### config.mk
export PLATFORM = sky130hd
export DESIGN_NAME = pll_reset_sequencer
export DESIGN_NICKNAME = d
export VERILOG_FILES = /design/src/rtl/pllseq_pkg.sv /design/src/rtl/pllseq_sync2.sv /design/src/rtl/pll_reset_sequencer.sv
export SDC_FILE = /design/constraint.sdc
export NUM_CORES = 1
export LEC_CHECK = 0
export ABC_AREA = 1
export ABC_CLOCK_PERIOD_IN_PS = 2230
export BUFFER_PORTS_ARGS = -buffer_cell sky130_fd_sc_hd__buf_2
export CORE_UTILIZATION = 60
export CTS_CLUSTER_DIAMETER = 80
export DETAILED_ROUTE_END_ITERATION = 10
export GPL_TIMING_DRIVEN = 0
export PLACE_DENSITY = 0.88
export SLEW_MARGIN = 10
export SYNTH_ARGS = -nofsm -noshare
export SYNTH_HDL_FRONTEND = slang
export SYNTH_SLANG_ARGS = --single-unit
### constraint.sdc
create_clock -name refclk -period 2.23 [get_ports refclk]
set_input_delay 0 -clock refclk [delete_from_list [all_inputs] [get_ports refclk]]
set_output_delay 0 -clock refclk [all_outputs]
set_load 0.01 [all_outputs]
### src/rtl/pllseq_pkg.sv
// Shared definitions for the PLL reset/lock sequencer.
//   state_t   - sequencer states (PLLRST, WAITLOCK, STABLE, HOLD, RUN, FAULT)
//   RETRY_W   - width of the retry counter
//   max_int   - elaboration-time helper for sizing the shared timer
package pllseq_pkg;

  localparam int RETRY_W = 4;

  typedef enum logic [2:0] {
    PLLRST   = 3'd0,
    WAITLOCK = 3'd1,
    STABLE   = 3'd2,
    HOLD     = 3'd3,
    RUN      = 3'd4,
    FAULT    = 3'd5
  } state_t;

  function automatic int max_int(input int a, input int b);
    return (a > b) ? a : b;
  endfunction

endpackage

### src/rtl/pllseq_sync2.sv
// Two-flop synchronizer with asynchronous active-high reset.
// Ports:
//   clk - destination clock
//   rst - asynchronous active-high reset (both flops clear to 0)
//   d   - asynchronous input
//   q   - synchronized output, two clk edges behind d
module pllseq_sync2 (
  input  logic clk,
  input  logic rst,
  input  logic d,
  output logic q
);

  logic meta;

  always_ff @(posedge clk or posedge rst) begin
    if (rst) begin
      meta <= 1'b0;
      q    <= 1'b0;
    end else begin
      meta <= d;
      q    <= meta;
    end
  end

endmodule

### src/rtl/pll_reset_sequencer.sv
// Reset and lock supervisor for the main clock PLL, clocked by the PLL
// reference clock. Pulses the PLL reset, waits for lock, qualifies lock for
// a stable window, holds system reset a little longer and then releases it.
// Lock timeouts and lock drops before RUN retry the PLL reset until the
// retry budget is spent, after which a sticky fault is raised.
//
// Build option:
//   PLLSEQ_AUTO_RELOCK_EN - when defined, losing lock in RUN restarts the
//                           sequence; otherwise it lands in FAULT.
//
// Ports:
//   refclk    in   reference clock
//   rst       in   asynchronous active-high reset
//   locked    in   PLL lock, asynchronous to refclk
//   soft_req  in   single-cycle request to restart the sequence
//   pll_rst   out  drives the PLL reset input
//   sys_rst   out  active-high reset for downstream logic
//   ready     out  high only in RUN
//   fault     out  high only in FAULT
//   retry_cnt out  retries consumed in the current sequence
//
// state    | meaning
// ---------+--------------------------------------------------------
// PLLRST   | PLL held in reset for PLL_RST_CYCLES
// WAITLOCK | PLL released, waiting up to LOCK_TIMEOUT_CYCLES for lock
// STABLE   | lock must stay high for LOCK_STABLE_CYCLES
// HOLD     | lock qualified, sys_rst held SYS_RST_HOLD_CYCLES more
// RUN      | system out of reset
// FAULT    | retries exhausted, PLL parked in reset
module pll_reset_sequencer
  import pllseq_pkg::*;
#(
  parameter int PLL_RST_CYCLES      = 50,
  parameter int LOCK_TIMEOUT_CYCLES = 50000,
  parameter int LOCK_STABLE_CYCLES  = 1024,
  parameter int SYS_RST_HOLD_CYCLES = 16,
  parameter int MAX_RETRIES         = 7
) (
  input  logic               refclk,
  input  logic               rst,
  input  logic               locked,
  input  logic               soft_req,
  output logic               pll_rst,
  output logic               sys_rst,
  output logic               ready,
  output logic               fault,
  output logic [RETRY_W-1:0] retry_cnt
);

  localparam int MAX_CYC = max_int(max_int(PLL_RST_CYCLES, LOCK_TIMEOUT_CYCLES),
                                   max_int(LOCK_STABLE_CYCLES, SYS_RST_HOLD_CYCLES));
  localparam int TW = (MAX_CYC > 1) ? $clog2(MAX_CYC) : 1;

  localparam logic [TW-1:0] T_PLLRST_END  = TW'(PLL_RST_CYCLES - 1);
  localparam logic [TW-1:0] T_TIMEOUT_END = TW'(LOCK_TIMEOUT_CYCLES - 1);
  localparam logic [TW-1:0] T_STABLE_END  = TW'(LOCK_STABLE_CYCLES - 1);
  localparam logic [TW-1:0] T_HOLD_END    = TW'(SYS_RST_HOLD_CYCLES - 1);
  localparam logic [RETRY_W-1:0] RETRY_MAX = RETRY_W'(MAX_RETRIES);

  state_t        state;
  state_t        next_state;
  logic [TW-1:0] timer;
  logic          lock_s;
  logic          failure;
  logic          retry_clr;
  logic          retry_inc;
  logic          timer_clr;
  logic          timer_run;
  logic          pll_rst_d;
  logic          sys_rst_d;
  logic          ready_d;
  logic          fault_d;

  pllseq_sync2 u_lock_sync (
    .clk (refclk),
    .rst (rst),
    .d   (locked),
    .q   (lock_s)
  );

  // Next-state logic. Lock checks come before timer compares so that a
  // lock drop coinciding with timer expiry is treated as a failure.
  always_comb begin
    next_state = state;
    failure    = 1'b0;
    case (state)
      PLLRST: begin
        if (timer == T_PLLRST_END) next_state = WAITLOCK;
      end
      WAITLOCK: begin
        if (lock_s)                      next_state = STABLE;
        else if (timer == T_TIMEOUT_END) failure    = 1'b1;
      end
      STABLE: begin
        if (!lock_s)                    failure    = 1'b1;
        else if (timer == T_STABLE_END) next_state = HOLD;
      end
      HOLD: begin
        if (!lock_s)                  failure    = 1'b1;
        else if (timer == T_HOLD_END) next_state = RUN;
      end
      RUN: begin
`ifdef PLLSEQ_AUTO_RELOCK_EN
        if (!lock_s) next_state = PLLRST;
`else
        if (!lock_s) next_state = FAULT;
`endif
      end
      FAULT: begin
        next_state = FAULT;
      end
      default: begin
        next_state = PLLRST;
      end
    endcase

    if (failure) begin
      next_state = (retry_cnt == RETRY_MAX) ? FAULT : PLLRST;
    end
    if (soft_req) begin
      next_state = PLLRST;
    end
  end

  // A fresh sequence (from RUN, FAULT or a soft request) starts with a full
  // retry budget; retries triggered by a failure keep counting up.
  assign retry_clr = soft_req ||
                     ((next_state == PLLRST) && ((state == RUN) || (state == FAULT)));
  assign retry_inc = failure && (retry_cnt != RETRY_MAX) && !soft_req;

  // soft_req restarts the PLL reset pulse even when already in PLLRST.
  assign timer_clr = soft_req || (next_state != state);
  // RUN and FAULT have no timed exit, so the timer parks there.
  assign timer_run = (state == PLLRST) || (state == WAITLOCK) ||
                     (state == STABLE) || (state == HOLD);

  // Outputs are decoded from the next state and registered alongside it,
  // so they change on the same edge as the state register.
  always_comb begin
    pll_rst_d = (next_state == PLLRST) || (next_state == FAULT);
    sys_rst_d = (next_state != RUN);
    ready_d   = (next_state == RUN);
    fault_d   = (next_state == FAULT);
  end

  always_ff @(posedge refclk or posedge rst) begin
    if (rst) begin
      state     <= PLLRST;
      timer     <= '0;
      retry_cnt <= '0;
      pll_rst   <= 1'b1;
      sys_rst   <= 1'b1;
      ready     <= 1'b0;
      fault     <= 1'b0;
    end else begin
      state <= next_state;

      if (timer_clr)      timer <= '0;
      else if (timer_run) timer <= timer + TW'(1);

      if (retry_clr)      retry_cnt <= '0;
      else if (retry_inc) retry_cnt <= retry_cnt + RETRY_W'(1);

      pll_rst <= pll_rst_d;
      sys_rst <= sys_rst_d;
      ready   <= ready_d;
      fault   <= fault_d;
    end
  end

endmodule

==> results of run 1 <==
==> state kept, by name (all words and copies together) (netlist names) <==
register,cells
ready,1
retry_cnt,4
sys_rst,1
u_lock_sync.q,1
timer,16
u_lock_sync.meta,1
pll_rst,1
fault,1
state,3
==> worst min-delay path, stage by stage <==
cell and delay [ns]:
sky130_fd_sc_hd__dlygate4sd3_1 0.53, sky130_fd_sc_hd__buf_2 0.12, sky130_fd_sc_hd__clkinv_1 0.52
==> cell usage in the layout, fill, tap and decap left out <==
cell                             n
sky130_fd_sc_hd__buf_4           1
sky130_fd_sc_hd__buf_2          11
sky130_fd_sc_hd__inv_1          21
sky130_fd_sc_hd__a21oi_1         3
sky130_fd_sc_hd__ha_1            3
sky130_fd_sc_hd__nand2_2         5
sky130_fd_sc_hd__nor3_1          2
sky130_fd_sc_hd__clkinv_2        1
sky130_fd_sc_hd__clkinv_1        2
sky130_fd_sc_hd__o31ai_1         1
sky130_fd_sc_hd__buf_12          1
sky130_fd_sc_hd__dlygate4sd3_1   3
sky130_fd_sc_hd__clkbuf_4        5
sky130_fd_sc_hd__nand3_2         3
sky130_fd_sc_hd__nand2_4         2
sky130_fd_sc_hd__buf_6           3
sky130_fd_sc_hd__nor3b_1         1
sky130_fd_sc_hd__xor2_1         15
sky130_fd_sc_hd__nand4_1         6
sky130_fd_sc_hd__xnor2_1         2
sky130_fd_sc_hd__inv_2           1
sky130_fd_sc_hd__nor2_2          5
sky130_fd_sc_hd__nand2_1        41
sky130_fd_sc_hd__o21ai_0         6
sky130_fd_sc_hd__bufinv_16       2
sky130_fd_sc_hd__nand3_1        14
sky130_fd_sc_hd__nor2_1         31
sky130_fd_sc_hd__o21ai_2         1
sky130_fd_sc_hd__nand3_4         2
sky130_fd_sc_hd__dfrtp_1        27
sky130_fd_sc_hd__inv_4           2
sky130_fd_sc_hd__dfstp_2         2
sky130_fd_sc_hd__nor2_4         11
==> worst max path at each step <==
stage               startpoint        end  slack (ns)  depth (start not counted)
floorplan             timer[0]   timer[1]        0.45                         12
global placement      timer[0]   timer[1]        0.23                         13
detailed placement    timer[0]   timer[8]        0.16                         13
CTS                   timer[0]   timer[2]        0.14                         13
global route          timer[1]  timer[15]        0.04                         13
finish                timer[1]   timer[8]        0.18                         13
==> routing by layer <==
layer  part of all wire (%)  vias to the layer above
met5                      0                        -
met2                     50                       38
met4                    2.1                        0
met3                    4.3                       10
li1                       -                      712
met1                     44                      678
==> repair_timing <==
action,4_1_cts,5_1_grt
setup buffers,0,1
hold endpoints to repair,31,0
endpoints found under the setup margin,0,10
hold buffers,3,0
resized for setup,0,0
==> power breakdown <==
| part | switching (W) | internal, W | leakage, nW | total, W |
|---|---|---|---|---|
| Clock | 0.000199 | 0.000347 | 0.0552 | 0.000546 |
| Combinational | 0.0000594 | 0.0000367 | 0.518 | 0.0000960 |
| Sequential | 0.0000121 | 0.000538 | 0.389 | 0.000550 |
| Total | 0.000270 | 0.000921 | 0.962 | 0.00119 |
==> metrics by stage <==
step	hold WS [ns]	worst slack, ns	util (%)	area [µm²]
floorplan	0.0314	0.445	-	1800
detailed placement	0.119	0.164	67.6	1900
global route	0.319	0.0401	72.6	2040
finish	0.316	0.184	72.6	2040
CTS	0.320	0.136	72.3	2030
global placement	0.109	0.226	67.6	1900
==> cells by family after synthesis <==
kind of cell	count (synthesis)	share of synthesized area [%]
AOI/OAI and AO/OA	11	3.40
xor gates and xnor gates	17	8.26
adders and majority gates	3	2.08
buffers and inverters	30	8.68
DFF	29	40.4
and+or+nand+nor	123	37.2
==> layout make-up <==
cell class | count | area (µm²)
Timing Repair Buffer | 15 | 92.6
Inverter | 26 | 103
Sequential cell | 29 | 728
Fill cell | 204 | 769
Tap cell | 31 | 38.8
Clock buffer | 5 | 37.5
Multi-Input combinational cell | 154 | 917
Buffer | 4 | 53.8
Clock inverter | 3 | 65.1
==> results.yml, run 1 <==
floorplanning:
  chipWidth_um: 56.8
  die_area_um2: 3230
  initial_utilization_pct: 64.2
  floorplan.core_area_um2: 2810
  die_h_um: 56.8
  std_cell_rows: 19
  io-pin-count: 12
critical_path:
  crit_path_cell_trace: "ha_1, nand3_2, nor2_2, nand2_1, nand2_2, nand2_1, nand2_2, nor2_2, nor2_1, nor2_2, nand3_4, buf_12, nor2_4"
  slowest_delay_ns: 0.39
  path_class: "register to register"
  req_time_crit_path_ns: 2.46
  reg2reg_setup_slack_ns: 0.18
  worstPathMaxFanout: 10
  crit_top_cell: "sky130_fd_sc_hd__nor2_2"
  critPathArrivalTime_ns: 2.27
  r2r_worst_path_depth: 13
  critPathLaunchType: "register"
  cpLargestDelayFamily: "simple AND/OR/NAND/NOR gates"
  number_of_buffers_and_inverters_on_the_critical_path: 1
  timing.critical_path.slowest_stage_cell: "sky130_fd_sc_hd__dfrtp_1"
  setup.worst_path.end_class: "register"
  worst_r2r_endpoint: "timer[8]"
  rr_startpoint: "timer[1]"
cells_and_area:
  fraction_of_layout_instances_using_a_drive_strength_above_1_pct: 24.6
  stdcell_count: 267
  final_net_count: 242
  area_growth_pct: 13.0
  antenna-diode-count: 0
sta:
  period_minus_slack_ns: 2.05
  final_hold_viol_count: 0
  slew_viol_final: 0
  report.final.setup_viol: 0
  clk_skew_ns: 0.00399
  rsz0062_at_grt: "no"
  max_freq_ghz: 0.489
  final_min_period_over_clock_period_pct: 91.7
  timing_worst_slew_pin_value_ns: 1.03
  worst_slew_margin_rel_pct: 31.1
  fin_tns_setup_ns: 0
yosys:
  syn-num-nets: 220
  post_synth_main_area_contributors: "sky130_fd_sc_hd__dfrtp_1, sky130_fd_sc_hd__nand2_1, sky130_fd_sc_hd__xor2_1"
  synth-edff-count: 0
  synth.ff_latch_count: 29
  syn-instance-count: 213
  yosys_warnings: 0
  yosys.cell_types.count: 27
  synth.cell_area_um2: 1800
  netlist_top_cells_count: "sky130_fd_sc_hd__nand2_1, sky130_fd_sc_hd__nor2_1, sky130_fd_sc_hd__dfrtp_1"
  yosysSeqAreaShare_pct: 40.4
  dominant_cell_by_count_in_the_synthesized_netlist: "sky130_fd_sc_hd__nand2_1"
  dominantRegCellSynth: "sky130_fd_sc_hd__dfrtp_1"
  synth_largest_type_area_fraction_pct: 37.5
  yosysTopAreaCell: "sky130_fd_sc_hd__dfrtp_1"
  postSynthAreaPerCell_um2: 8.46
  share_of_synthesized_registers_carrying_an_async_set_or_reset_pct: 100
power_and_ir_drop:
  power_density_nw_per_um2: 585
  ir_drop_mv: 0.562
  power_leakage_nw: 0.962
  totalPowerFinal_w: 0.00119
drt:
  detail_route.vias_per_cell: 5.39
  postRouteAntennaNets: 0
  drtPass1Iterations: 7
  drt_wl_total_mm: 3.53
  initialDrtViolationCount: 59
  routedWlPerCell_um: 13.2
  detailroute.via_count: 1438
  drt_drc_violations_left: 2
place:
  placedCellCount: 255
  port-buffer-count: 11
  gp_routability_congestion: 0.859
  detailedPlacementHpwl_mm: 2.36
global_routing:
  grt-busiest-layer: "met2"
  grt_first_pass_wirelength_mm: 6.12
  global_route_track_usage_on_met1_pct: 32.4
  grt_overflow: 0
  grt_start_max_net_pins: 30
  gr-usage-met3_pct: 7.37
  met2_usage_pct: 42.3
  grtUsageTotal_pct: 25.8
  antenna_violations_before_repair: 0
  grt_pass1_vias: 1371
cts:
  clk_pin_slew_ns: 0.10
  cts_sinks: 29
  cts-htree-levels: 2
  cts_made_buffers: 5
  clock_insertion_delay_worst_skew_ns: 0.33
  clock_tree.buffer_depth: 2
  tritoncts_clock_tree: "built"
  ctsRootBufferMaster: "sky130_fd_sc_hd__clkbuf_4"
outcome:
  run_status: "finished with violations"
  violations: "design-rule violations"
hold_path:
  hp-class: "primary input to async pin"
flow_run:
  max_cap_viol_count: 0
Note: power is estimated with default switching activity, not from simulation.
==> inputs of run 2 (changes only) <==
ABC_AREA = unset   (was 1)
CORE_UTILIZATION = 59   (was 60)
PLACE_DENSITY = 0.87   (was 0.88)
==> run 2 against run 1 <==
Clock-buffer cell count is the same. Non-clock buffer count grew 2. Largest cell class unchanged. Flip-flop and latch count is the same. Power shrank 4.9%. Global-route usage grew 0.30 points. Register-to-register slack lost 0.10 ns. The run now ends clean. Critical path depth shrank 4. Routed wire length shrank 9.9%. Highest routed layer unchanged.
==> results.yml, run 2 <==
critical_path:
  worst-path-stages: 9
  critPathArrivalTime_ns: 2.37
  rr_startpoint: "timer[0]"
  setup.worst_path.start: "timer[0]"
  reg2reg_setup_slack_ns: 0.08
  req_time_crit_path_ns: 2.45
  timing.critical_path.slowest_stage_cell: "sky130_fd_sc_hd__dfrtp_1"
  worst_r2r_endpoint: "timer[8]"
  critPathLaunchType: "register"
  number_of_buffers_and_inverters_on_the_critical_path: 1
  cpLargestDelayFamily: "compound AO/OA/AOI/OAI gates"
  setup.worst_path.end_class: "register"
  crit_path_cell_trace: "ha_1, nand3_2, and4b_1, o211ai_1, o21ai_2, o211a_1, o21bai_4, buf_8, nor2_2"
  slowest_delay_ns: 0.43
  r2r_worst_path_depth: 9
  worstPathMaxFanout: 10
  path_class: "register to register"
  cp_capture_point: "timer[8]"
power_and_ir_drop:
  internal_power_w: 0.000904
  netSwitchingPower_w: 0.000229
  totalPowerFinal_w: 0.00113
  seqPwrFrac_pct: 47.8
  power_leakage_nw: 0.846
  clkPwrFrac_pct: 47.1
  ir_drop_mv: 0.633
  power_density_nw_per_um2: 597
  power.switching_fraction_pct: 20.2
  p_comb_share_pct: 5.1
floorplanning:
  floorplan.core_area_um2: 2540
  chipWidth_um: 54.6
  initial_utilization_pct: 64.2
  die_h_um: 54.6
  die_area_um2: 2980
  std_cell_rows: 18
  io-pin-count: 12
cells_and_area:
  biggestRegsByFlops: "timer: 16 flops, retry_cnt: 4 flops, state: 3 flops"
  regMostFlops: "timer"
  area_growth_pct: 16.2
  final_util_pct: 74.6
  final_common_cell: "sky130_fd_sc_hd__dfrtp_1"
  mostFrequentLayoutCells: "sky130_fd_sc_hd__dfrtp_1, sky130_fd_sc_hd__nor2_1, sky130_fd_sc_hd__buf_2"
  largest_register_ff_count: 16
  layout.filler_cells: 168
  antenna-diode-count: 0
  final_cell_area_um2: 1900
  final_net_count: 190
  fraction_of_layout_instances_using_a_drive_strength_above_1_pct: 28.3
cts:
  clk_pin_slew_ns: 0.10
  tritoncts_clock_tree: "built"
  clock_insertion_delay_worst_skew_ns: 0.33
  ctsRootBufferMaster: "sky130_fd_sc_hd__clkbuf_4"
  cts_made_buffers: 5
  clock_tree.buffer_depth: 2
  cts_sinks: 29
  cts-htree-levels: 2
yosys:
  dominantRegCellSynth: "sky130_fd_sc_hd__dfrtp_1"
  dominant_cell_by_count_in_the_synthesized_netlist: "sky130_fd_sc_hd__dfrtp_1"
  syn-instance-count: 161
  postSynthAreaPerCell_um2: 10.1
  post_synth_main_area_contributors: "sky130_fd_sc_hd__dfrtp_1, sky130_fd_sc_hd__nor2_1, sky130_fd_sc_hd__xnor2_1"
  yosys.cell_types.count: 50
  synth.ff_latch_count: 29
  netlist_top_cells_count: "sky130_fd_sc_hd__dfrtp_1, sky130_fd_sc_hd__nor2_1, sky130_fd_sc_hd__nor2_2"
  post_synth_xor_area_fraction_pct: 9.65
  yosysSeqAreaShare_pct: 44.6
  synth_largest_type_area_fraction_pct: 41.3
  synth.cell_area_um2: 1630
  synth_fa_ha_area_share_pct: 2.30
  yosys_warnings: 0
  yosysTopAreaCell: "sky130_fd_sc_hd__dfrtp_1"
  syn-num-nets: 168
  share_of_synthesized_registers_carrying_an_async_set_or_reset_pct: 100
  synth-edff-count: 0
  synth_top_family_by_area: "simple AND/OR/NAND/NOR gates"
  synth_simple_gate_area_share_pct: 31.0
  synth.mux.area_fraction_pct: 0.613
  synth-compound-area-share_pct: 8.27
flow_run:
  max_cap_viol_count: 0
global_routing:
  grtUsageTotal_pct: 26.1
  grt_overflow: 0
  grt_start_max_net_pins: 30
  grt_pass1_vias: 1244
  grt_first_pass_wirelength_mm: 5.37
  antenna_violations_before_repair: 0
place:
  gp_routability_congestion: 0.788
  port-buffer-count: 10
  post_dp_cell_area_um2: 1720
  detailedPlacementHpwl_mm: 2.18
sta:
  fin_tns_setup_ns: 0
  clk_skew_ns: 0.00847
  final_min_period_over_clock_period_pct: 96.4
  slew_viol_final: 0
  max_freq_ghz: 0.465
  worst_slew_margin_rel_pct: 27.0
  final_hold_viol_count: 0
  timing_worst_slew_pin_value_ns: 1.09
  period_minus_slack_ns: 2.15
  report.final.setup_viol: 0
drt:
  postRouteAntennaNets: 0
  initialDrtViolationCount: 33
  drt_wl_total_mm: 3.18
  drtPass1Iterations: 4
  detail_route.vias_per_cell: 5.75
  drt_drc_violations_left: 0
  detailroute.via_count: 1230
  routedWlPerCell_um: 14.9
hold_path:
  hp-class: "primary input to register"
outcome:
  run_status: "complete, no violations"
run 2: logic make-up (layout without fill, tap and decap cells):
group,after synthesis,after routing
AO/OA/AOI/OAI,15,15
multiplexers,1,1
AND/OR/NAND/NOR,86,86
XOR/XNOR,18,18
buffers and inverters,9,32
flip-flops,29,29
adder cells (fa/ha/maj),3,3
run 2: layer usage:
metal  wire length (µm)  track usage (%)
met1               1390             28.5
met2               1590             46.8
met3                121             7.22
met4                 76             10.3
met5                  0                0
run 2: power groups by stage:
stage	Clock [W]	Combinational, W	Sequential (W)
after floorplan	0	0.0000387	0.000550
after global placement	0	0.0000470	0.000552
after detailed placement	0	0.0000489	0.000552
after CTS	0.000543	0.0000534	0.000542
after global routing	0.000571	0.0000654	0.000543
final	0.000534	0.0000576	0.000541
run 2: metrics by stage:
step	hold WS [ns]	instances	setup WS [ns]
floorplan	0.0314	161	0.260
global placement	0.109	201	0.0623
detailed placement	0.120	201	0.0146
CTS	0.308	212	0.000546
global route	0.309	214	-0.0253
finish	0.321	214	0.0801
run 2: timing repair:
item                                    CTS  global route
gates resized for setup                   1             5
endpoints found under the hold margin    33             0
pin swaps                                 1             2
setup buffers                             0             2
endpoints found under the setup margin    3            11
hold buffers                              3             0
run 2: worst min-delay path by stage:
| stage | start | slack, ns | cells after the start | endpoint |
|---|---|---|---|---|
| detailed placement | locked | 0.12 | 1 | u_lock_sync.meta |
| floorplan | locked | 0.03 | 0 | u_lock_sync.meta |
| CTS | locked | 0.31 | 2 | u_lock_sync.meta |
| global route | locked | 0.31 | 2 | u_lock_sync.meta |
| finish | locked | 0.32 | 2 | u_lock_sync.meta |
| global placement | locked | 0.11 | 1 | u_lock_sync.meta |
run 2: layout make-up:
type	instances	area, µm²	share of cell area [%]
inverter	3	11.3	0.593
sequential	29	728	38.4
tap	30	37.5	1.98
clock buffer	5	37.5	1.98
timing repair buffer	15	95.1	5.01
buffer	6	51.3	2.70
multi-input combinational	123	872	45.9
clock inverter	3	65.1	3.43
run 2: worst reg2reg max path, stage by stage, from the launching register on:
cell	delay, ns
sky130_fd_sc_hd__dfrtp_1	0.43
sky130_fd_sc_hd__ha_1	0.23
sky130_fd_sc_hd__nand3_2	0.15
sky130_fd_sc_hd__and4b_1	0.22
sky130_fd_sc_hd__o211ai_1	0.24
sky130_fd_sc_hd__o21ai_2	0.13
sky130_fd_sc_hd__o211a_1	0.25
sky130_fd_sc_hd__o21bai_4	0.18
sky130_fd_sc_hd__buf_8	0.17
sky130_fd_sc_hd__nor2_2	0.05
